**config.mk**
```make
export PLATFORM = sky130hd
export DESIGN_NAME = rr_word_mux_flat
export DESIGN_NICKNAME = d
export VERILOG_FILES = /design/src/rtl/rr_word_mux_if.sv /design/src/rtl/rr_word_mux.sv /design/src/flat_wrapper.sv
export SDC_FILE = /design/constraint.sdc
export NUM_CORES = 1
export LEC_CHECK = 0
export ABC_AREA = 1
export BUFFER_PORTS_ARGS = -buffer_cell sky130_fd_sc_hd__clkbuf_2
export CELL_PAD_IN_SITES_DETAIL_PLACEMENT = 1
export CELL_PAD_IN_SITES_GLOBAL_PLACEMENT = 2
export CORE_ASPECT_RATIO = 0.6
export CORE_MARGIN = 3
export CORE_UTILIZATION = 23
export DETAILED_ROUTE_END_ITERATION = 8
export PLACE_DENSITY = 0.94
export SYNTH_ARGS = -nofsm -noshare
export SYNTH_HDL_FRONTEND = slang
export SYNTH_SLANG_ARGS = --single-unit
```
**constraint.sdc**
```tcl
create_clock -name clk -period 6.7 [get_ports clk]
set_input_delay 1.34 -clock clk [delete_from_list [all_inputs] [get_ports clk]]
set_output_delay 1.34 -clock clk [all_outputs]
set_load 0.01 [all_outputs]
```
**src/rtl/rr_word_mux_if.sv**
```systemverilog
// Handshake bundle for rr_word_mux: N-channel word inputs and one
// registered output.
interface rr_word_mux_if #(
    parameter int WIDTH = 8,
    parameter int N     = 16,
    parameter int SELW  = $clog2(N)
);
    logic [N*WIDTH-1:0] data_in;
    logic [N-1:0]       in_valid;
    logic [N-1:0]       in_ready;
    logic               mode;
    logic [SELW-1:0]    sel;
    logic [WIDTH-1:0]   out_data;
    logic [SELW-1:0]    out_ch;
    logic               out_valid;
    logic               out_ready;

    modport master (
        output data_in, in_valid, mode, sel, out_ready,
        input  in_ready, out_data, out_ch, out_valid
    );

    modport slave (
        input  data_in, in_valid, mode, sel, out_ready,
        output in_ready, out_data, out_ch, out_valid
    );
endinterface

```
**src/rtl/rr_word_mux.sv**
```systemverilog
// N-channel word selector with fixed or round-robin grant and a
// flow-controlled, one-cycle output register.
module rr_word_mux #(
    parameter int WIDTH = 8,
    parameter int N     = 16,
    parameter int SELW  = $clog2(N)
) (
    input logic          clk,
    input logic          rst_n,
    rr_word_mux_if.slave bus
);
    logic [N-1:0]     grant;
    logic [SELW-1:0]  gidx;
    logic             gnt_any;
    logic             load;
    logic             xfer;
    logic [WIDTH-1:0] out_data_q, out_data_d;
    logic [SELW-1:0]  out_ch_q, out_ch_d;
    logic [SELW-1:0]  ptr_q, ptr_d;
    logic             out_valid_q, out_valid_d;

    // modulo-N add keeps the pointer legal for non-power-of-two N
    function automatic logic [SELW-1:0] wrap_add(
        input logic [SELW-1:0] a,
        input int              b
    );
        return SELW'((int'(a) + b) % N);
    endfunction

    always_comb begin
        gidx    = '0;
        gnt_any = 1'b0;
        if (!bus.mode) begin
            if (int'(bus.sel) < N) begin
                if (bus.in_valid[bus.sel]) begin
                    gidx    = bus.sel;
                    gnt_any = 1'b1;
                end
            end
        end else begin
            for (int i = 0; i < N; i++) begin
                if (!gnt_any && bus.in_valid[wrap_add(ptr_q, i)]) begin
                    gidx    = wrap_add(ptr_q, i);
                    gnt_any = 1'b1;
                end
            end
        end
        grant = '0;
        if (gnt_any) grant[gidx] = 1'b1;

        load        = !out_valid_q || bus.out_ready;
        xfer        = load && gnt_any;
        out_data_d  = out_data_q;
        out_ch_d    = out_ch_q;
        out_valid_d = out_valid_q;
        ptr_d       = ptr_q;
        if (xfer) begin
            out_data_d = bus.data_in[int'(gidx)*WIDTH +: WIDTH];
            out_ch_d   = gidx;
        end
        if (load) out_valid_d = xfer;
        if (xfer && bus.mode) ptr_d = wrap_add(gidx, 1);
    end

    always_ff @(posedge clk or negedge rst_n) begin
        if (!rst_n) begin
            out_data_q  <= '0;
            out_ch_q    <= '0;
            out_valid_q <= 1'b0;
            ptr_q       <= '0;
        end else begin
            out_data_q  <= out_data_d;
            out_ch_q    <= out_ch_d;
            out_valid_q <= out_valid_d;
            ptr_q       <= ptr_d;
        end
    end

    assign bus.in_ready  = (load && rst_n) ? grant : '0;
    assign bus.out_data  = out_data_q;
    assign bus.out_ch    = out_ch_q;
    assign bus.out_valid = out_valid_q;
endmodule

```
**src/flat_wrapper.sv**
```systemverilog
// flat-port wrapper written by rule: the top's interface ports become plain ports
module rr_word_mux_flat 
#(
    parameter int WIDTH = 8,
    parameter int N     = 16,
    parameter int SELW  = $clog2(N)
)
  (clk, rst_n, bus_data_in, bus_in_valid, bus_mode, bus_sel, bus_out_ready, bus_in_ready, bus_out_data, bus_out_ch, bus_out_valid);
  rr_word_mux_if #(.WIDTH(WIDTH), .N(N), .SELW(SELW)) bus_i ();
  input logic clk;
  input logic rst_n;
  input wire logic [$bits(bus_i.data_in)-1:0] bus_data_in;
  input wire logic [$bits(bus_i.in_valid)-1:0] bus_in_valid;
  input wire logic [$bits(bus_i.mode)-1:0] bus_mode;
  input wire logic [$bits(bus_i.sel)-1:0] bus_sel;
  input wire logic [$bits(bus_i.out_ready)-1:0] bus_out_ready;
  output wire logic [$bits(bus_i.in_ready)-1:0] bus_in_ready;
  output wire logic [$bits(bus_i.out_data)-1:0] bus_out_data;
  output wire logic [$bits(bus_i.out_ch)-1:0] bus_out_ch;
  output wire logic [$bits(bus_i.out_valid)-1:0] bus_out_valid;
  assign bus_i.data_in = bus_data_in;
  assign bus_i.in_valid = bus_in_valid;
  assign bus_i.mode = bus_mode;
  assign bus_i.sel = bus_sel;
  assign bus_i.out_ready = bus_out_ready;
  assign bus_in_ready = bus_i.in_ready;
  assign bus_out_data = bus_i.out_data;
  assign bus_out_ch = bus_i.out_ch;
  assign bus_out_valid = bus_i.out_valid;
  rr_word_mux #(.WIDTH(WIDTH), .N(N), .SELW(SELW)) u_core (.clk(clk), .rst_n(rst_n), .bus(bus_i));
endmodule
```
# Yosys cells after proc, flatten, opt, wreduce, memory -nomap -nowiden
# Cells that the tools add are included.
op_classes:
  add_sub_neg: 16
  n_lt_le_gt_ge: 19
  shift: 1
  mux: 89
  reduce_logical: 36
op_table:
  columns: ["operator", "count"]
  rows:
  - ["$shiftx 128x8->8", 1]
  - ["$lt 4x5->1 const B", 18]
  - ["$mux 4", 18]
  - ["$bmux 1 s4", 17]
  - ["$mux 1", 51]
  - ["$add 4x4->4 const B", 8]
  - ["$mux 16", 2]
  - ["$logic_and 1x1->1", 19]
  - ["$add 4x3->4 const B", 4]
  - ["$logic_not 1->1", 16]
  - ["$add 4x1->4 const B", 2]
  - ["$add 4x2->4 const B", 2]
  - ["$demux 1 s4", 1]
  - ["$ge 4x1->1 const B", 1]
  - ["$logic_or 1x1->1", 1]
totals:
  register_bits: 17
  input_bits: 152
  output_inout_bits: 29
  word_cells: 165

# Depth between registers and ports, before layout
depth:
  depth_word: 70
  depth_mapped: 34
  mapped_depth_nobuf: 30

# Worst setup path after synthesis
# No wires, ideal clock.
synth_timing:
  kind: "register to output"
  from: "register u_core.ptr_q[0]"
  to: "output bus_in_ready[13]"
  arrival_ns: 3.874
  required_time_ns: 5.360
  path_slack_ns: 1.486
  stages_incl_launch_ff: 28
  path_buffers: 6
  cell_sequence: "dfrtp_1 > buf_6 > inv_4 > buf_6 > clkbuf_1 > ha_1 > inv_1 > buf_2 > nand3_1 > nand3_1 > nand2_1 > nand2_2 > nand2_4 > nor2_8 > nand4_4 > nor2_4 > nand4_2 > nor2_2 > nand4_2 > nor3_2 > nand2_1 > nand4_2 > nand2_2 > buf_4 > buf_6 > nor2_1 > nand2_1 > nor2_1"
synth_via:
  elab_chain_cells: 70
  elab_cells_between_ends: 133
  cone_classes: "add/sub: 15; order compare: 2; mux: 85; reduce/logical: 31"
synth_lines:
  columns: ["item", "line", "source"]
  rows:
  - ["from (decl)", "rr_word_mux.sv:19", "logic [SELW-1:0] ptr_q, ptr_d;"]
  - ["from (signal assigned)", "rr_word_mux.sv:75", "ptr_q <= ptr_d;"]
  - ["parallel branches: the longest is 68 deep, another holds $add 4x1->4", null, null]
  - ["$mux 16 *", "rr_word_mux.sv:49", "if (gnt_any) grant[gidx] = 1'b1;"]
  - ["$mux 16 *", "rr_word_mux.sv:79", "assign bus.in_ready = (load && rst_n) ? grant : '0;"]
  - ["to (decl)", "flat_wrapper.sv:17", "output wire logic [$bits(bus_i.in_ready)-1:0] bus_in_ready;"]
# Every way passes the cells marked *. The select of a mux whose other input is x is not followed.

# Worst setup path in the final report
layout_timing:
  from: "register u_core.ptr_q[2]"
  to: "output bus_in_ready[1]"
# The elaborated chain is that of the path after synthesis.

==> impl_metrics.csv <==
group,metric,value,unit
floorplan,core-area,19200,um2
layout,fin_area,5720,um2
sta,fmax,159,MHz
critical_path,path_class,"reg -> out",
sta,finalClockSkew,5.79,ps
detailed_routing,vias_per_cell,4.85,
layout,mostFrequentLayoutCells,"270 x nand2_1, 230 x nand3_1, 180 x clkbuf_2",
power,power.leakage,3.41,nW
grt,grt_first_pass_wirelength,34.1,mm
layout,n_antenna_cell,0,
synthesis,ys_warn_count,0,
layout,areaGrowthSynthToFinish,25.7,%
clock_network,clk_pin_slew,60,ps
detailed_routing,vias,6417,
detailed_routing,drt_iter0_markers,591,
synthesis,synth_edf_count,0,
sta,hold_viol_final,0,
critical_path,crit_fanout,14,
sta,setup-violations-final,0,
power,powerDensity,641,nW/um2
synthesis,ys_seq_area_frac,0.0934,
clock_network,cts.htree.levels,1,
synthesis,netlist_area,4550,um2
power,ir_worst_vdd,0.244,mV
synthesis,syn_nets,1060,
grt,grt_pass1_vias,6147,
synthesis,async_flop_share,1.00,
floorplan,fp.dieW,188,um
sta,slew_headroom,0.457,
detailed_routing,dr.pass1.iters,5,
placed_design,globalplace.congestion,0.957,
detailed_routing,drtAntennaViolNets,0,
critical_path,ff2ff_path_depth,22,
grt,grtUsageTotal,0.195,
placed_design,place_area,5640,um2
detailed_routing,wire_per_inst,16.4,um
detailed_routing,drt-total-wl,21.8,mm
grt,antenna_found_initial,0,
floorplan,die-area,21600,um2
critical_path,cp-startpoint,"u_core.ptr_q[2]$_DFFE_PN0P_",
layout,final_common_cell,"nand2_1",
critical_path,r2r_slack,1670,ps
detailed_routing,drc,0,
synthesis,synth_seq_cells,17,
sta,fin_crit_sh,0.936,
grt,grt_start_max_net_pins,56,
layout,nNetsFinal,1218,
floorplan,pin_count,181,
synthesis,avgSynthCellArea,5.05,um2
critical_path,end_kind,"primary output",
power,fin_total_pwr,3.67,mW
sta,rsz0062_at_grt,"false",
grt,grt.overflow.total,0,
clock_network,cts.sinks,17,
layout,nFillCells,2759,
clock_network,root_buffer,"clkbuf_16",
floorplan,rows,39,
floorplan,initial_utilization,0.237,
hold_path,hold_path.class,"reg -> reg",
synthesis,netlist_instances,901,
clock_network,clock_latency,250,ps
floorplan,fp.dieH,115,um
synthesis,synth.distinct_cells,41,
sta,final_max_slew_viol_count,0,
critical_path,cp.required,5360,ps
clock_network,cts_max_path_buffers,2,
sta,tightest_slew,809,ps
critical_path,timing.rr.end,"u_core.bus.out_data[0]$_DFFE_PN0P_",
synthesis,synth_ff_type,"dfrtp_1",
placed_design,hpwl,18.3,mm
run,drv_cap,0,
placed_design,io_buffers,180,
critical_path,arrival,4930,ps
critical_path,start_kind,"flop",
critical_path,endpoint,"bus_in_ready[1]",
critical_path,r2r-start,"u_core.ptr_q[2]$_DFFE_PN0P_",
status,status,"complete, no violations",
sta,period_minus_slack,6270,ps
clock_network,cts_made_buffers,3,
sta,tns,0,ps
clock_network,cts_tree,"built",
layout,drive_gt1_frac,0.226,
## logic make-up after synthesis
| logic type | count (synthesis) | synth area share |
|---|---|---|
| AND/OR/NAND/NOR | 642 | 0.641 |
| XOR/XNOR | 8 | 0.0187 |
| AO/OA/AOI/OAI | 39 | 0.0500 |
| adder cells (fa/ha/maj) | 7 | 0.0192 |
| buffers and inverters | 188 | 0.177 |
| flip-flops | 17 | 0.0934 |
## registers in the layout, indices dropped and copies added (netlist names)
signal	cells
u_core.bus.out_ch	4
u_core.bus.out_valid	1
u_core.bus.out_data	8
u_core.ptr_q	4
## through the flow
step | utilization | setup WS (ps) | hold WS [ps] | instances
finish | 0.298 | 427 | 502 | 1324
global route | 0.298 | 30.4 | 556 | 1324
CTS | 0.298 | 464 | 505 | 1324
detailed placement | 0.293 | 777 | 491 | 1320
global placement | 0.293 | 790 | 474 | 1320
floorplan | - | 1490 | 519 | 901
## Yosys cell counts (2+ instances only)
| cell type | instances | area [um2] |
|---|---|---|
| nor2_1 | 86 | 323 |
| clkbuf_1 | 10 | 37.5 |
| nor2_4 | 2 | 22.5 |
| nand2_4 | 2 | 22.5 |
| nand4_1 | 10 | 62.6 |
| or2_2 | 8 | 50.1 |
| ha_1 | 7 | 87.6 |
| nand4_2 | 3 | 37.5 |
| buf_6 | 7 | 78.8 |
| buf_2 | 14 | 70.1 |
| o21ai_0 | 16 | 80.1 |
| nor3_1 | 5 | 25.0 |
| xnor2_1 | 2 | 17.5 |
| xor2_1 | 4 | 35.0 |
| dfrtp_1 | 17 | 425 |
| o21a_1 | 2 | 15.0 |
| nand3b_1 | 8 | 60.1 |
| inv_2 | 5 | 18.8 |
| inv_4 | 2 | 12.5 |
| o21ai_1 | 3 | 15.0 |
| nand2_2 | 7 | 43.8 |
| nor3_2 | 2 | 20.0 |
| a21oi_1 | 9 | 45.0 |
| clkinv_1 | 2 | 7.51 |
| o22ai_1 | 2 | 12.5 |
| buf_4 | 7 | 52.6 |
| a221oi_1 | 2 | 17.5 |
| xor2_2 | 2 | 32.5 |
| nand2_1 | 270 | 1010 |
| nor2_2 | 5 | 31.3 |
| inv_1 | 141 | 529 |
| nand3_1 | 230 | 1150 |
## worst min path at each step
stage,from,end,slack [ps],cells after the start
global route,u_core.bus.out_ch[0]$_DFFE_PN0P_,u_core.bus.out_ch[0]$_DFFE_PN0P_,560,2
global placement,u_core.bus.out_ch[1]$_DFFE_PN0P_,u_core.bus.out_ch[1]$_DFFE_PN0P_,470,2
detailed placement,u_core.bus.out_ch[1]$_DFFE_PN0P_,u_core.bus.out_ch[1]$_DFFE_PN0P_,490,2
CTS,u_core.bus.out_ch[1]$_DFFE_PN0P_,u_core.bus.out_ch[1]$_DFFE_PN0P_,500,2
finish,u_core.bus.out_ch[1]$_DFFE_PN0P_,u_core.bus.out_ch[1]$_DFFE_PN0P_,500,2
floorplan,u_core.bus.out_ch[0]$_DFFE_PN0P_,u_core.bus.out_ch[0]$_DFFE_PN0P_,520,2
## routing by layer
metal	vias up	GRT usage	routed length, um
met4	0	0.00749	19
met3	4	0.0308	1750
met5	-	0	0
met2	239	0.266	8300
met1	3009	0.324	11700
li1	3165	-	-
## area by class of cell
class / count / area, um2 / area share
inverter: 150 / 568 / 0.0993
tap: 266 / 333 / 0.0582
timing repair buffer: 191 / 983 / 0.172
multi-input combinational: 696 / 3330 / 0.582
clock buffer: 3 / 75.1 / 0.0131
clock inverter: 1 / 5.00 / 0.000875
sequential: 17 / 427 / 0.0746
## critical path, stage by stage, from the launching register on
cell	delay, ps
dfrtp_1	790
inv_2	290
ha_1	530
inv_1	210
nand3_1	160
nand3_1	90
nand2_1	240
nand4_4	170
nor2_4	150
nand4_2	130
nor2_2	160
nand4_2	120
nor2_2	170
nand3_2	160
o21ai_0	280
o21bai_2	150
nor2_2	390
inv_1	180
nor2_1	140
clkbuf_2	150
## report_power, final
group	leakage, nW	internal [mW]	total [mW]	switching, mW
clock	0.0409	0.0801	0.123	0.0433
combinational	3.17	0.931	3.32	2.39
sequential	0.201	0.153	0.227	0.0742
total	3.41	1.16	3.67	2.51
## repair_timing
item	in CTS	in global routing
resized for setup	0	1
buffers inserted	0	0
hold buffers	0	0
endpoints found under the setup margin	0	4
hold endpoints to repair	0	0
No activity file was read; power rests on OpenSTA's default activity.
